===== config.mk =====
export PLATFORM = sky130hd
export DESIGN_NAME = onchip_mem_arbiter_flat
export DESIGN_NICKNAME = d
export VERILOG_FILES = /design/src/rtl/onchip_mem_arbiter_if.sv /design/src/rtl/onchip_mem_arbiter.sv /design/src/flat_wrapper.sv
export SDC_FILE = /design/constraint.sdc
export NUM_CORES = 1
export LEC_CHECK = 0
export ABC_CLOCK_PERIOD_IN_PS = 3460
export CAP_MARGIN = 5
export CORE_AREA = 3 3 327 329
export CTS_BUF_LIST = sky130_fd_sc_hd__clkbuf_8 sky130_fd_sc_hd__clkbuf_16
export CTS_CLUSTER_DIAMETER = 120
export CTS_CLUSTER_SIZE = 24
export DETAILED_ROUTE_END_ITERATION = 8
export DIE_AREA = 0 0 330 332
export GPL_TIMING_DRIVEN = 0
export HOLD_SLACK_MARGIN = 0.15
export SLEW_MARGIN = 40
export SYNTH_ARGS = -nofsm -noshare
export SYNTH_HDL_FRONTEND = slang
export SYNTH_SLANG_ARGS = --single-unit
export TNS_END_PERCENT = 50

===== constraint.sdc =====
create_clock -name clk -period 3.46 [get_ports clk]
set_input_delay 0.692 -clock clk [delete_from_list [all_inputs] [get_ports clk]]
set_output_delay 0.692 -clock clk [all_outputs]
set_load 0.02 [all_outputs]

===== src/rtl/onchip_mem_arbiter_if.sv =====
// -----------------------------------------------------------------------------
// onchip_mem_arbiter_if
// Single-beat Avalon-MM master bundle for one requester of the shared RAM port.
//   address       : word address (ADDR_W bits)
//   read / write  : request strobes; both high is treated as a write
//   writedata     : 128-bit write data
//   byteenable    : 16 byte lanes for writes
//   lock          : keep ownership after this transfer (lock builds only)
//   waitrequest   : high = request not accepted this cycle
//   readdata      : read data, qualified by readdatavalid
//   readdatavalid : one-cycle pulse with read data
// -----------------------------------------------------------------------------
interface onchip_mem_arbiter_if #(
   parameter int ADDR_W = 6
);
   logic [ADDR_W-1:0] address;
   logic              read;
   logic              write;
   logic [127:0]      writedata;
   logic [15:0]       byteenable;
   logic              lock;
   logic              waitrequest;
   logic [127:0]      readdata;
   logic              readdatavalid;

   modport master (
      output address, read, write, writedata, byteenable, lock,
      input  waitrequest, readdata, readdatavalid
   );

   modport slave (
      input  address, read, write, writedata, byteenable, lock,
      output waitrequest, readdata, readdatavalid
   );
endinterface


===== src/rtl/onchip_mem_arbiter.sv =====
// -----------------------------------------------------------------------------
// onchip_mem_arbiter
// Round-robin arbiter letting two Avalon-MM masters (m0 = HPS bridge,
// m1 = LED pattern engine) share port s1 of the 64 x 128-bit on-chip RAM.
// One single-beat transfer is granted per cycle; read data comes back one
// cycle after acceptance with readdatavalid on the owning master only.
//
// Optional feature: define ONCHIP_MEM_ARB_LOCK_EN to honour mN.lock
// (bus locking with an idle timeout of LOCK_TIMEOUT cycles).
//
// Ports:
//   clk            : single clock, shared with the RAM
//   reset          : synchronous, active-high
//   m0, m1         : master bundles (onchip_mem_arbiter_if.slave)
//   mem_address    : RAM s1 address
//   mem_chipselect : high on any grant
//   mem_write      : high for a granted write
//   mem_writedata  : winner's write data
//   mem_byteenable : winner's byte lanes
//   mem_clken      : tied high
//   mem_readdata   : RAM s1 q, valid the cycle after the address
//
// Lock FSM states:
//   state    | meaning
//   ST_IDLE  | no lock held, plain round-robin
//   ST_LOCK0 | m0 owns the port, m1 stalled
//   ST_LOCK1 | m1 owns the port, m0 stalled
// -----------------------------------------------------------------------------
module onchip_mem_arbiter #(
   parameter int unsigned LOCK_TIMEOUT = 16,
   parameter int          ADDR_W       = 6
) (
   input  logic                clk,
   input  logic                reset,
   onchip_mem_arbiter_if.slave m0,
   onchip_mem_arbiter_if.slave m1,
   output logic [ADDR_W-1:0]   mem_address,
   output logic                mem_chipselect,
   output logic                mem_write,
   output logic [127:0]        mem_writedata,
   output logic [15:0]         mem_byteenable,
   output logic                mem_clken,
   input  logic [127:0]        mem_readdata
);

   logic w_req0, w_req1;
   logic w_allow0, w_allow1;
   logic w_cand0, w_cand1;
   logic w_gnt0, w_gnt1;
   logic w_rd_gnt;

   logic r_last;    // index of the most recent winner
   logic r_rv;      // read issued last cycle
   logic r_owner;   // master that issued it

   assign w_req0 = m0.read | m0.write;
   assign w_req1 = m1.read | m1.write;

`ifdef ONCHIP_MEM_ARB_LOCK_EN
   typedef enum logic [1:0] {
      ST_IDLE  = 2'd0,
      ST_LOCK0 = 2'd1,
      ST_LOCK1 = 2'd2
   } state_t;

   localparam int TMO_W = $clog2(LOCK_TIMEOUT + 1);

   state_t           r_state, w_state_nxt;
   logic [TMO_W-1:0] r_tmo, w_tmo_nxt;

   always_ff @(posedge clk) begin
      if (reset) begin
         r_state <= ST_IDLE;
         r_tmo   <= '0;
      end else begin
         r_state <= w_state_nxt;
         r_tmo   <= w_tmo_nxt;
      end
   end

   assign w_allow0 = (r_state != ST_LOCK1);
   assign w_allow1 = (r_state != ST_LOCK0);

   // The idle counter only advances while the owner is silent; any owner
   // request (granted or not) clears it.
   always_comb begin
      w_state_nxt = r_state;
      w_tmo_nxt   = '0;
      unique case (r_state)
         ST_IDLE: begin
            if (w_gnt0 && m0.lock)      w_state_nxt = ST_LOCK0;
            else if (w_gnt1 && m1.lock) w_state_nxt = ST_LOCK1;
         end
         ST_LOCK0: begin
            if (w_gnt0) begin
               if (!m0.lock) w_state_nxt = ST_IDLE;
            end else if (!w_req0) begin
               if (r_tmo == TMO_W'(LOCK_TIMEOUT - 1)) w_state_nxt = ST_IDLE;
               else                                   w_tmo_nxt   = r_tmo + TMO_W'(1);
            end
         end
         ST_LOCK1: begin
            if (w_gnt1) begin
               if (!m1.lock) w_state_nxt = ST_IDLE;
            end else if (!w_req1) begin
               if (r_tmo == TMO_W'(LOCK_TIMEOUT - 1)) w_state_nxt = ST_IDLE;
               else                                   w_tmo_nxt   = r_tmo + TMO_W'(1);
            end
         end
         default: w_state_nxt = ST_IDLE;
      endcase
   end
`else
   logic w_unused_lock;

   assign w_allow0      = 1'b1;
   assign w_allow1      = 1'b1;
   assign w_unused_lock = ^{m0.lock, m1.lock, LOCK_TIMEOUT[0]};
`endif

   // No grants while reset is high, so the RAM sees no chipselect.
   assign w_cand0 = w_req0 & w_allow0 & ~reset;
   assign w_cand1 = w_req1 & w_allow1 & ~reset;

   // On contention the master that did not win last time goes first.
   assign w_gnt0 = w_cand0 & (~w_cand1 | r_last);
   assign w_gnt1 = w_cand1 & (~w_cand0 | ~r_last);

   assign m0.waitrequest = reset | (w_req0 & ~w_gnt0);
   assign m1.waitrequest = reset | (w_req1 & ~w_gnt1);

   assign mem_chipselect = w_gnt0 | w_gnt1;
   assign mem_write      = (w_gnt0 & m0.write) | (w_gnt1 & m1.write);
   assign mem_address    = w_gnt1 ? m1.address    : m0.address;
   assign mem_writedata  = w_gnt1 ? m1.writedata  : m0.writedata;
   assign mem_byteenable = w_gnt1 ? m1.byteenable : m0.byteenable;
   assign mem_clken      = 1'b1;

   // read+write together is a write, so it produces no return
   assign w_rd_gnt = (w_gnt0 & m0.read & ~m0.write) |
                     (w_gnt1 & m1.read & ~m1.write);

   always_ff @(posedge clk) begin
      if (reset) begin
         r_last  <= 1'b1;
         r_rv    <= 1'b0;
         r_owner <= 1'b0;
      end else begin
         if (mem_chipselect) r_last <= w_gnt1;
         r_rv <= w_rd_gnt;
         if (w_rd_gnt) r_owner <= w_gnt1;
      end
   end

   // Gating with reset kills a return that was in flight when reset arrived.
   assign m0.readdata      = mem_readdata;
   assign m1.readdata      = mem_readdata;
   assign m0.readdatavalid = r_rv & ~r_owner & ~reset;
   assign m1.readdatavalid = r_rv &  r_owner & ~reset;

endmodule


===== src/flat_wrapper.sv =====
// flat-port wrapper written by rule: the top's interface ports become plain ports
module onchip_mem_arbiter_flat 
#(
   parameter int unsigned LOCK_TIMEOUT = 16,
   parameter int          ADDR_W       = 6
)
  (clk, reset, mem_address, mem_chipselect, mem_write, mem_writedata, mem_byteenable, mem_clken, mem_readdata, m0_address, m0_read, m0_write, m0_writedata, m0_byteenable, m0_lock, m0_waitrequest, m0_readdata, m0_readdatavalid, m1_address, m1_read, m1_write, m1_writedata, m1_byteenable, m1_lock, m1_waitrequest, m1_readdata, m1_readdatavalid);
  onchip_mem_arbiter_if #(.ADDR_W(ADDR_W)) m0_i ();
  onchip_mem_arbiter_if #(.ADDR_W(ADDR_W)) m1_i ();
  input  logic clk;
  input  logic reset;
  output logic [ADDR_W-1:0] mem_address;
  output logic mem_chipselect;
  output logic mem_write;
  output logic [127:0] mem_writedata;
  output logic [15:0] mem_byteenable;
  output logic mem_clken;
  input  logic [127:0] mem_readdata;
  input wire logic [$bits(m0_i.address)-1:0] m0_address;
  input wire logic [$bits(m0_i.read)-1:0] m0_read;
  input wire logic [$bits(m0_i.write)-1:0] m0_write;
  input wire logic [$bits(m0_i.writedata)-1:0] m0_writedata;
  input wire logic [$bits(m0_i.byteenable)-1:0] m0_byteenable;
  input wire logic [$bits(m0_i.lock)-1:0] m0_lock;
  output wire logic [$bits(m0_i.waitrequest)-1:0] m0_waitrequest;
  output wire logic [$bits(m0_i.readdata)-1:0] m0_readdata;
  output wire logic [$bits(m0_i.readdatavalid)-1:0] m0_readdatavalid;
  input wire logic [$bits(m1_i.address)-1:0] m1_address;
  input wire logic [$bits(m1_i.read)-1:0] m1_read;
  input wire logic [$bits(m1_i.write)-1:0] m1_write;
  input wire logic [$bits(m1_i.writedata)-1:0] m1_writedata;
  input wire logic [$bits(m1_i.byteenable)-1:0] m1_byteenable;
  input wire logic [$bits(m1_i.lock)-1:0] m1_lock;
  output wire logic [$bits(m1_i.waitrequest)-1:0] m1_waitrequest;
  output wire logic [$bits(m1_i.readdata)-1:0] m1_readdata;
  output wire logic [$bits(m1_i.readdatavalid)-1:0] m1_readdatavalid;
  assign m0_i.address = m0_address;
  assign m0_i.read = m0_read;
  assign m0_i.write = m0_write;
  assign m0_i.writedata = m0_writedata;
  assign m0_i.byteenable = m0_byteenable;
  assign m0_i.lock = m0_lock;
  assign m0_waitrequest = m0_i.waitrequest;
  assign m0_readdata = m0_i.readdata;
  assign m0_readdatavalid = m0_i.readdatavalid;
  assign m1_i.address = m1_address;
  assign m1_i.read = m1_read;
  assign m1_i.write = m1_write;
  assign m1_i.writedata = m1_writedata;
  assign m1_i.byteenable = m1_byteenable;
  assign m1_i.lock = m1_lock;
  assign m1_waitrequest = m1_i.waitrequest;
  assign m1_readdata = m1_i.readdata;
  assign m1_readdatavalid = m1_i.readdatavalid;
  onchip_mem_arbiter #(.LOCK_TIMEOUT(LOCK_TIMEOUT), .ADDR_W(ADDR_W)) u_core (.clk(clk), .reset(reset), .m0(m0_i), .m1(m1_i), .mem_address(mem_address), .mem_chipselect(mem_chipselect), .mem_write(mem_write), .mem_writedata(mem_writedata), .mem_byteenable(mem_byteenable), .mem_clken(mem_clken), .mem_readdata(mem_readdata));
endmodule

# After elaboration in Yosys (flattened, before gate mapping)
# Cells that the tools add are included.
# op_classes
bitwise_logic,34
muxes,3
# ops
cell,count
$mux 128,1
$and 1x1->1,16
$mux 16,1
$not 1->1,9
$or 1x1->1,9
$mux 6,1
# word_totals
output_inout_bits,413
input_bits,436
regBits,3

# Depth between registers and ports, before layout
# Gate-level depths: netlist (run 1).
# depth
depth_word,8
ltp_mapped,5

# Worst setup path after synthesis (run 1)
# OpenSTA, ideal clock, no wires.
# synth_path
path_type,input to output
start,input port reset
end,output port mem_address[0]
t_arrival_ps,1954
slack_ps,814
cell_stages,5
path_buffers,3
t_required_ps,2768
path_cell_list,clkbuf_1 > nor3b_2 > buf_4 > buf_6 > mux2_1
# synth_via
elab_chain_len,6
elab_cells_between_ends,7
# synth_rtl
item,line,source
"start, declared",flat_wrapper.sv:11,input logic reset;
$not 1->1 *,"onchip_mem_arbiter.sv:122, onchip_mem_arbiter.sv:123",
$and 1x1->1,onchip_mem_arbiter.sv:122,assign w_cand0 = w_req0 & w_allow0 & ~reset;
$not 1->1,onchip_mem_arbiter.sv:127,assign w_gnt1 = w_cand1 & (~w_cand0 | ~r_last);
$or 1x1->1,onchip_mem_arbiter.sv:127,
$and 1x1->1 *,onchip_mem_arbiter.sv:127,
$mux 6 *,onchip_mem_arbiter.sv:134,assign mem_address = w_gnt1 ? m1.address : m0.address;
"end, declared",flat_wrapper.sv:12,output logic [ADDR_W-1:0] mem_address;
# Every way passes the cells marked *; elsewhere a longest branch is shown, timed or not.

# Worst setup path in the final report (run 1)
# layout_path
start,input port m1_read
end,output port mem_writedata[2]
# layout_via
elab_chain_len,4
# layout_rtl
item,line,source
"start, declared",flat_wrapper.sv:29,input wire logic [$bits(m1_i.read)-1:0] m1_read;
$or 1x1->1,onchip_mem_arbiter.sv:57,assign w_req1 = m1.read | m1.write;
$and 1x1->1,onchip_mem_arbiter.sv:123,assign w_cand1 = w_req1 & w_allow1 & ~reset;
$and 1x1->1,onchip_mem_arbiter.sv:127,
$mux 128,onchip_mem_arbiter.sv:135,assign mem_writedata = w_gnt1 ? m1.writedata : m0.writedata;
"end, declared",flat_wrapper.sv:15,output logic [127:0] mem_writedata;
# Every way passes these cells.

==> results of run 1 <==
-- cells by family after synthesis --
logic type / count (synthesis) / synth area share [%]
compound gates: 11 / 1.76
simple gates: 11 / 1.64
buf+inv: 276 / 52.5
mux: 150 / 42.5
other cells: 1 / 0.0944
flops: 3 / 1.51
-- cell usage in the layout (no fill, tap or decap), types with 2 or more instances in the layout --
cell / synthesis / routed
nor2_1: 3 / 2
diode_2: 0 / 6
mux2_4: 0 / 2
clkdlybuf4s15_2: 0 / 17
buf_2: 5 / 54
dfxtp_1: 3 / 3
nand2_1: 2 / 2
inv_1: 2 / 3
buf_8: 0 / 3
buf_12: 0 / 6
o21bai_1: 2 / 2
buf_6: 10 / 4
dlygate4sd2_1: 0 / 33
mux2_2: 50 / 53
clkbuf_2: 0 / 18
a21oi_1: 4 / 4
buf_4: 258 / 291
clkdlybuf4s50_1: 0 / 563
clkbuf_16: 0 / 3
mux2_1: 100 / 95
-- final cells by class --
cell class	instances	area (um2)
clock inverter	1	3.75
multi-input combinational	173	1850
antenna	6	15.0
buffer	274	2150
inverter	2	7.51
fill	11900	91100
timing repair buffer	720	6790
sequential	3	60.1
clock buffer	3	75.1
tap	1380	1730
-- sequential cells by signal, summed over array words and instances (netlist names) --
register,cells
u_core.r_rv,1
u_core.r_owner,1
u_core.r_last,1
-- path summary, 6_finish.rpt --
kind | end | start | slack, ns | cells after the start
max | mem_writedata[2] | m1_read | -0.03 | 8
min | u_core.r_owner | u_core.r_owner | 0.58 | 2
max reg2reg | u_core.r_owner | u_core.r_last | 2.38 | 2
min reg2reg | u_core.r_owner | u_core.r_owner | 0.58 | 2
-- stage by stage --
step	cells	setup WS (ns)
finish	2562	-0.0319
global route	2556	-0.128
floorplan	452	0.814
detailed placement	2548	-1.21
global placement	2548	-1.21
CTS	2556	-0.135
-- cell usage after synthesis (all sizes together) --
cell and n:
buf 273, mux2 150, a21oi 4, dfxtp 3, nor2 3, inv 2, nand2 2, nor3b 2
o21bai 2, a21o 1, a311oi 1, a31oi 1, and3b 1, clkbuf 1, conb 1, nand2b 1
nor3 1, o211ai 1, o21ai 1, or2 1
-- power by group --
group	total, mW	internal, mW	switching [mW]	leakage, nW
clock network	0.178	0.149	0.0294	0.0423
logic	2.06	1.04	1.01	4.93
registers	0.0400	0.0373	0.00270	0.0248
total	2.27	1.23	1.05	5.00
-- what timing repair did --
| action | CTS | global route |
|---|---|---|
| pin swaps | 1 | 0 |
| setup endpoints to repair | 150 | 115 |
| setup buffers | 3 | 0 |
| cloned | 1 | 0 |
| gates resized for setup | 553 | 62 |
-- routing by layer --
| layer | up-vias | global-route usage, % |
|---|---|---|
| met3 | 29 | 2.69 |
| met1 | 2679 | 13.8 |
| met2 | 454 | 16.1 |
| met4 | 14 | 0.699 |
| met5 | - | 0 |
| li1 | 2715 | - |
-- critical path: stages --
cell	delay, ns
clkdlybuf4s50_1	0.52
nor2_2	0.08
nor3b_4	0.21
buf_12	0.16
buf_4	0.13
buf_2	0.24
mux2_2	0.37
dlygate4sd2_1	0.38
==> results.sh, run 1 <==
export IMPL_run_status="finished with violations"
export IMPL_syn_area_per_cell_um2=8.79
export IMPL_drive_gt1_share_pct=38.9
export IMPL_clock_latency_ns=0.22
export IMPL_leakage_nw=5.00
export IMPL_synthToLayoutAreaGrowth_pct=219
export IMPL_netlist_area_um2=3970
export IMPL_max_vdd_ir_drop_mv=0.137
export IMPL_vias=5891
export IMPL_rsz0062_at_grt="true"
export IMPL_antenna_found_initial=25
export IMPL_firstDrtPassIters=6
export IMPL_initial_core_util_pct=3.83
export IMPL_crit_required_ns=2.77
export IMPL_cts_buffer_depth=2
export IMPL_detail_route_antenna_nets=0
export IMPL_fin_crit_sh_pct=101
export IMPL_path_max_fanout=10
export IMPL_cts_root_buffer="clkbuf_16"
export IMPL_tightest_slew_ns=0.621
export IMPL_total_power_mw=2.28
export IMPL_power_density_nw_per_um2=180
export IMPL_drv_cap=0
export IMPL_synthCells=452
export IMPL_wl_met2_mm=25.9
export IMPL_ys_ff_latch=3
export IMPL_gr_usage_all_layers_pct=10.0
export IMPL_wl_met3_mm=5.16
export IMPL_fp_dieW_um=330
export IMPL_die_height_um=332
export IMPL_min_period_ns=3.49
export IMPL_yosysTopAreaCell="buf_4"
export IMPL_slew_headroom_pct=58.5
export IMPL_yosysWarnings=0
export IMPL_drcViolationCount=0
export IMPL_ys_seq_area_share_pct=1.51
export IMPL_ys_top_cells_by_area="buf_4, mux2_1, mux2_2"
export IMPL_finalClockSkew_ns=0.000469
export IMPL_utilization_pct=12.2
export IMPL_die_area_um2=110000
export IMPL_core_area_um2=104000
export IMPL_grt_max_degree=11
export IMPL_top_layer="met5"
export IMPL_drt_iter0_markers=121
export IMPL_path_clk_slew_ns=0.03
export IMPL_rows=118
export IMPL_vias_per_cell=2.30
export IMPL_final_setup_tns_ns=-0.184
export IMPL_cts_made_buffers=3
export IMPL_routabilityCongestion=0.898
export IMPL_numPortBuffers=716
export IMPL_synth_nets=888
export IMPL_violations="negative setup slack"
export IMPL_holdBufCountCts=0
export IMPL_whs_ns=0.581
export IMPL_max_freq_mhz=286
export IMPL_setup_viol=11
export IMPL_path_class="in -> out"
export IMPL_gr_total_overflow=0
export IMPL_critPathLaunchType="input port"
export IMPL_first_global_vias=6226
export IMPL_grt_pass1_wl_mm=70.2
export IMPL_synth_top_area_share_pct=48.7
export IMPL_design_area_um2=12700
export IMPL_fin_ws_ns=-0.0319
export IMPL_endpoint_kind="primary output"
export IMPL_ctsHtreeMaxLevel=1
export IMPL_cts_tree="yes"
export IMPL_cts_sinks=3
export IMPL_arrival_ns=2.80
export IMPL_wl_mm=58.9
export IMPL_final_nets=1613
export IMPL_dpl_instance_area_um2=12900
export IMPL_hold_path_class="reg -> reg"
export IMPL_wl_per_cell_um=23.0
export IMPL_post_dp_hpwl_mm=55.4
export IMPL_met1_length_mm=27.4
export IMPL_num_io_pins=849
export IMPL_final_hold_viol_count=0
export IMPL_ys_types=24
export IMPL_final_max_slew_viol_count=0
No activity file was read; power rests on OpenSTA's default activity.
==> run 2: changes to the inputs <==
--- a/config.mk
+++ b/config.mk
@@ -13,7 +13,6 @@
 export CTS_CLUSTER_SIZE = 24
 export DETAILED_ROUTE_END_ITERATION = 8
 export DIE_AREA = 0 0 330 332
-export GPL_TIMING_DRIVEN = 0
 export HOLD_SLACK_MARGIN = 0.15
 export SLEW_MARGIN = 40
 export SYNTH_ARGS = -nofsm -noshare
==> run 2 against run 1 <==
Net effect: fmax rose by 2.3%; non-clock buffer count is 504 lower; via count shrank 30%; combinational power fell by 33%; clock power hardly changed; the run now ends clean; final cell count decreased by 20%; total power down 29%; clock-buffer cell count is the same; global-route usage down 0.93 points.
==> results.sh, run 2 (synthesized netlist as in run 1, its figures left out) <==
export IMPL_run_status="finished clean"
export IMPL_final_hold_viol_count=0
export IMPL_vias_per_cell=2.00
export IMPL_cts_root_buffer="clkbuf_16"
export IMPL_gr_usage_all_layers_pct=9.07
export IMPL_detail_route_antenna_nets=0
export IMPL_routabilityCongestion=0.741
export IMPL_final_nets=1109
export IMPL_max_vdd_ir_drop_mv=0.213
export IMPL_die_area_um2=110000
export IMPL_met2_usage_pct=13.4
export IMPL_stdcell_count=2060
export IMPL_register_area_um2=60.1
export IMPL_multi_input_area_um2=1880
export IMPL_final_common_cell="clkdlybuf4s50_1"
export IMPL_first_global_vias=4433
export IMPL_netSwitchingPower_mw=0.707
export IMPL_wl_mm=53.1
export IMPL_synthToLayoutAreaGrowth_pct=119
export IMPL_r2r_cells=2
export IMPL_antenna_found_initial=16
export IMPL_drive_gt1_share_pct=32.7
export IMPL_grt_use_met1_pct=11.3
export IMPL_hold_path_depth=2
export IMPL_pwr_share_seq_pct=2.5
export IMPL_path_clk_slew_ns=0.03
export IMPL_cts_sinks=3
export IMPL_core_area_um2=104000
export IMPL_clock_latency_ns=0.22
export IMPL_finalClockSkew_ns=0.0000612
export IMPL_layout_common_cells="clkdlybuf4s50_1, buf_4, mux2_1"
export IMPL_die_height_um=332
export IMPL_num_io_pins=849
export IMPL_cts_buffer_depth=2
export IMPL_grt_max_degree=34
export IMPL_post_dp_hpwl_mm=49.5
export IMPL_gr_total_overflow=0
export IMPL_arrival_ns=2.72
export IMPL_drt_iter0_markers=70
export IMPL_vias=4127
export IMPL_wl_per_cell_um=25.8
export IMPL_num_fill_cells=12100
export IMPL_combPwrFrac_pct=86.4
export IMPL_grt_pass1_wl_mm=61.0
export IMPL_max_stage_delay_ns=0.47
export IMPL_power_density_nw_per_um2=185
export IMPL_max_freq_mhz=293
export IMPL_initial_core_util_pct=3.83
export IMPL_drcViolationCount=0
export IMPL_numPortBuffers=461
export IMPL_intPower_mw=0.903
export IMPL_rsz0062_at_grt="true"
export IMPL_fp_dieW_um=330
export IMPL_endpoint_kind="primary output"
export IMPL_power_frac_clock_pct=11.1
export IMPL_drv_cap=0
export IMPL_sw_frac_of_total_pct=43.9
export IMPL_critPathSlowestCell="clkdlybuf4s50_1"
export IMPL_dp_cells=2039
export IMPL_min_period_ns=3.41
export IMPL_ctsHtreeMaxLevel=1
export IMPL_grtUsageMet3_pct=5.81
export IMPL_crit_path_cell_trace="clkdlybuf4s50_1 -> nor2_1 -> nor3b_4 -> buf_12 -> buf_16 -> mux2_1 -> dlygate4sd2_1"
export IMPL_total_power_mw=1.61
export IMPL_leakage_nw=3.03
export IMPL_firstDrtPassIters=4
export IMPL_final_max_slew_viol_count=0
export IMPL_cts_made_buffers=3
export IMPL_path_max_fanout=33
export IMPL_critPathLaunchType="input port"
export IMPL_top_regs="u_core.r_last x1, u_core.r_owner x1, u_core.r_rv x1"
export IMPL_rows=118
export IMPL_fin_crit_sh_pct=98.7
export IMPL_cts_tree="yes"
export IMPL_crit_required_ns=2.77
export IMPL_path_class="in -> out"
export IMPL_whs_ns=0.573
export IMPL_top_usage_layer="met2"
export IMPL_setup_viol=0
export IMPL_holdBufCountCts=0
export IMPL_hold_path_class="reg -> reg"
==> run 2: through the flow <==
| step | util [%] | worst slack [ns] | TNS (ns) | area, um2 |
|---|---|---|---|---|
| after floorplan | - | 0.814 | 0 | 3970 |
| after global placement | 8.04 | -0.263 | -10.18 | 8350 |
| after detailed placement | 8.04 | -0.253 | -10.06 | 8350 |
| after CTS | 8.26 | -0.101 | -0.238 | 8570 |
| after global routing | 8.38 | -0.0295 | -0.273 | 8700 |
| final | 8.40 | 0.0457 | 0 | 8710 |
==> run 2: area by class of cell <==
class | count | share of cell area, %
Timing Repair Buffer | 490 | 56.7
Multi-Input combinational cell | 173 | 21.6
Tap cell | 1380 | 19.8
Clock buffer | 3 | 0.861
Sequential cell | 3 | 0.689
Antenna cell | 8 | 0.230
Inverter | 2 | 0.0861
Clock inverter | 1 | 0.0431
==> run 2: per-layer routing <==
| layer | routed length, um | up-vias |
|---|---|---|
| li1 | - | 1701 |
| met1 | 22300 | 1803 |
| met2 | 21200 | 557 |
| met3 | 8720 | 58 |
| met4 | 874 | 8 |
| met5 | 55 | - |
==> run 2: final timing paths <==
path	startpoint	endpoint	slack, ns
hold / removal	u_core.r_owner	u_core.r_owner	0.57
setup reg to reg	u_core.r_last	u_core.r_owner	2.37
hold reg to reg	u_core.r_owner	u_core.r_owner	0.57
setup / recovery	m1_write	mem_writedata[120]	0.05
==> run 2: worst max-delay path, delay by kind of cell <==
family | cells | cell delay (ns)
multiplexers | 1 | 0.37
AND/OR/NAND/NOR | 2 | 0.31
buffers and inverters | 4 | 1.28
==> run 2: timing repair <==
item	CTS	global route
setup buffers	5	1
resized for setup	68	35
pin swaps	1	2
endpoints found under the hold margin	0	0
setup endpoints to repair	106	107
gates cloned	2	1
==> run 2: power by group through the flow <==
| stage | sequential, mW | combinational (mW) | clock, mW |
|---|---|---|---|
| global route | 0.0407 | 1.50 | 0.186 |
| global placement | 0.0400 | 1.42 | 0 |
| floorplan | 0.0395 | 0.866 | 0 |
| CTS | 0.0400 | 1.45 | 0.181 |
| detailed placement | 0.0402 | 1.42 | 0 |
| finish | 0.0400 | 1.39 | 0.179 |
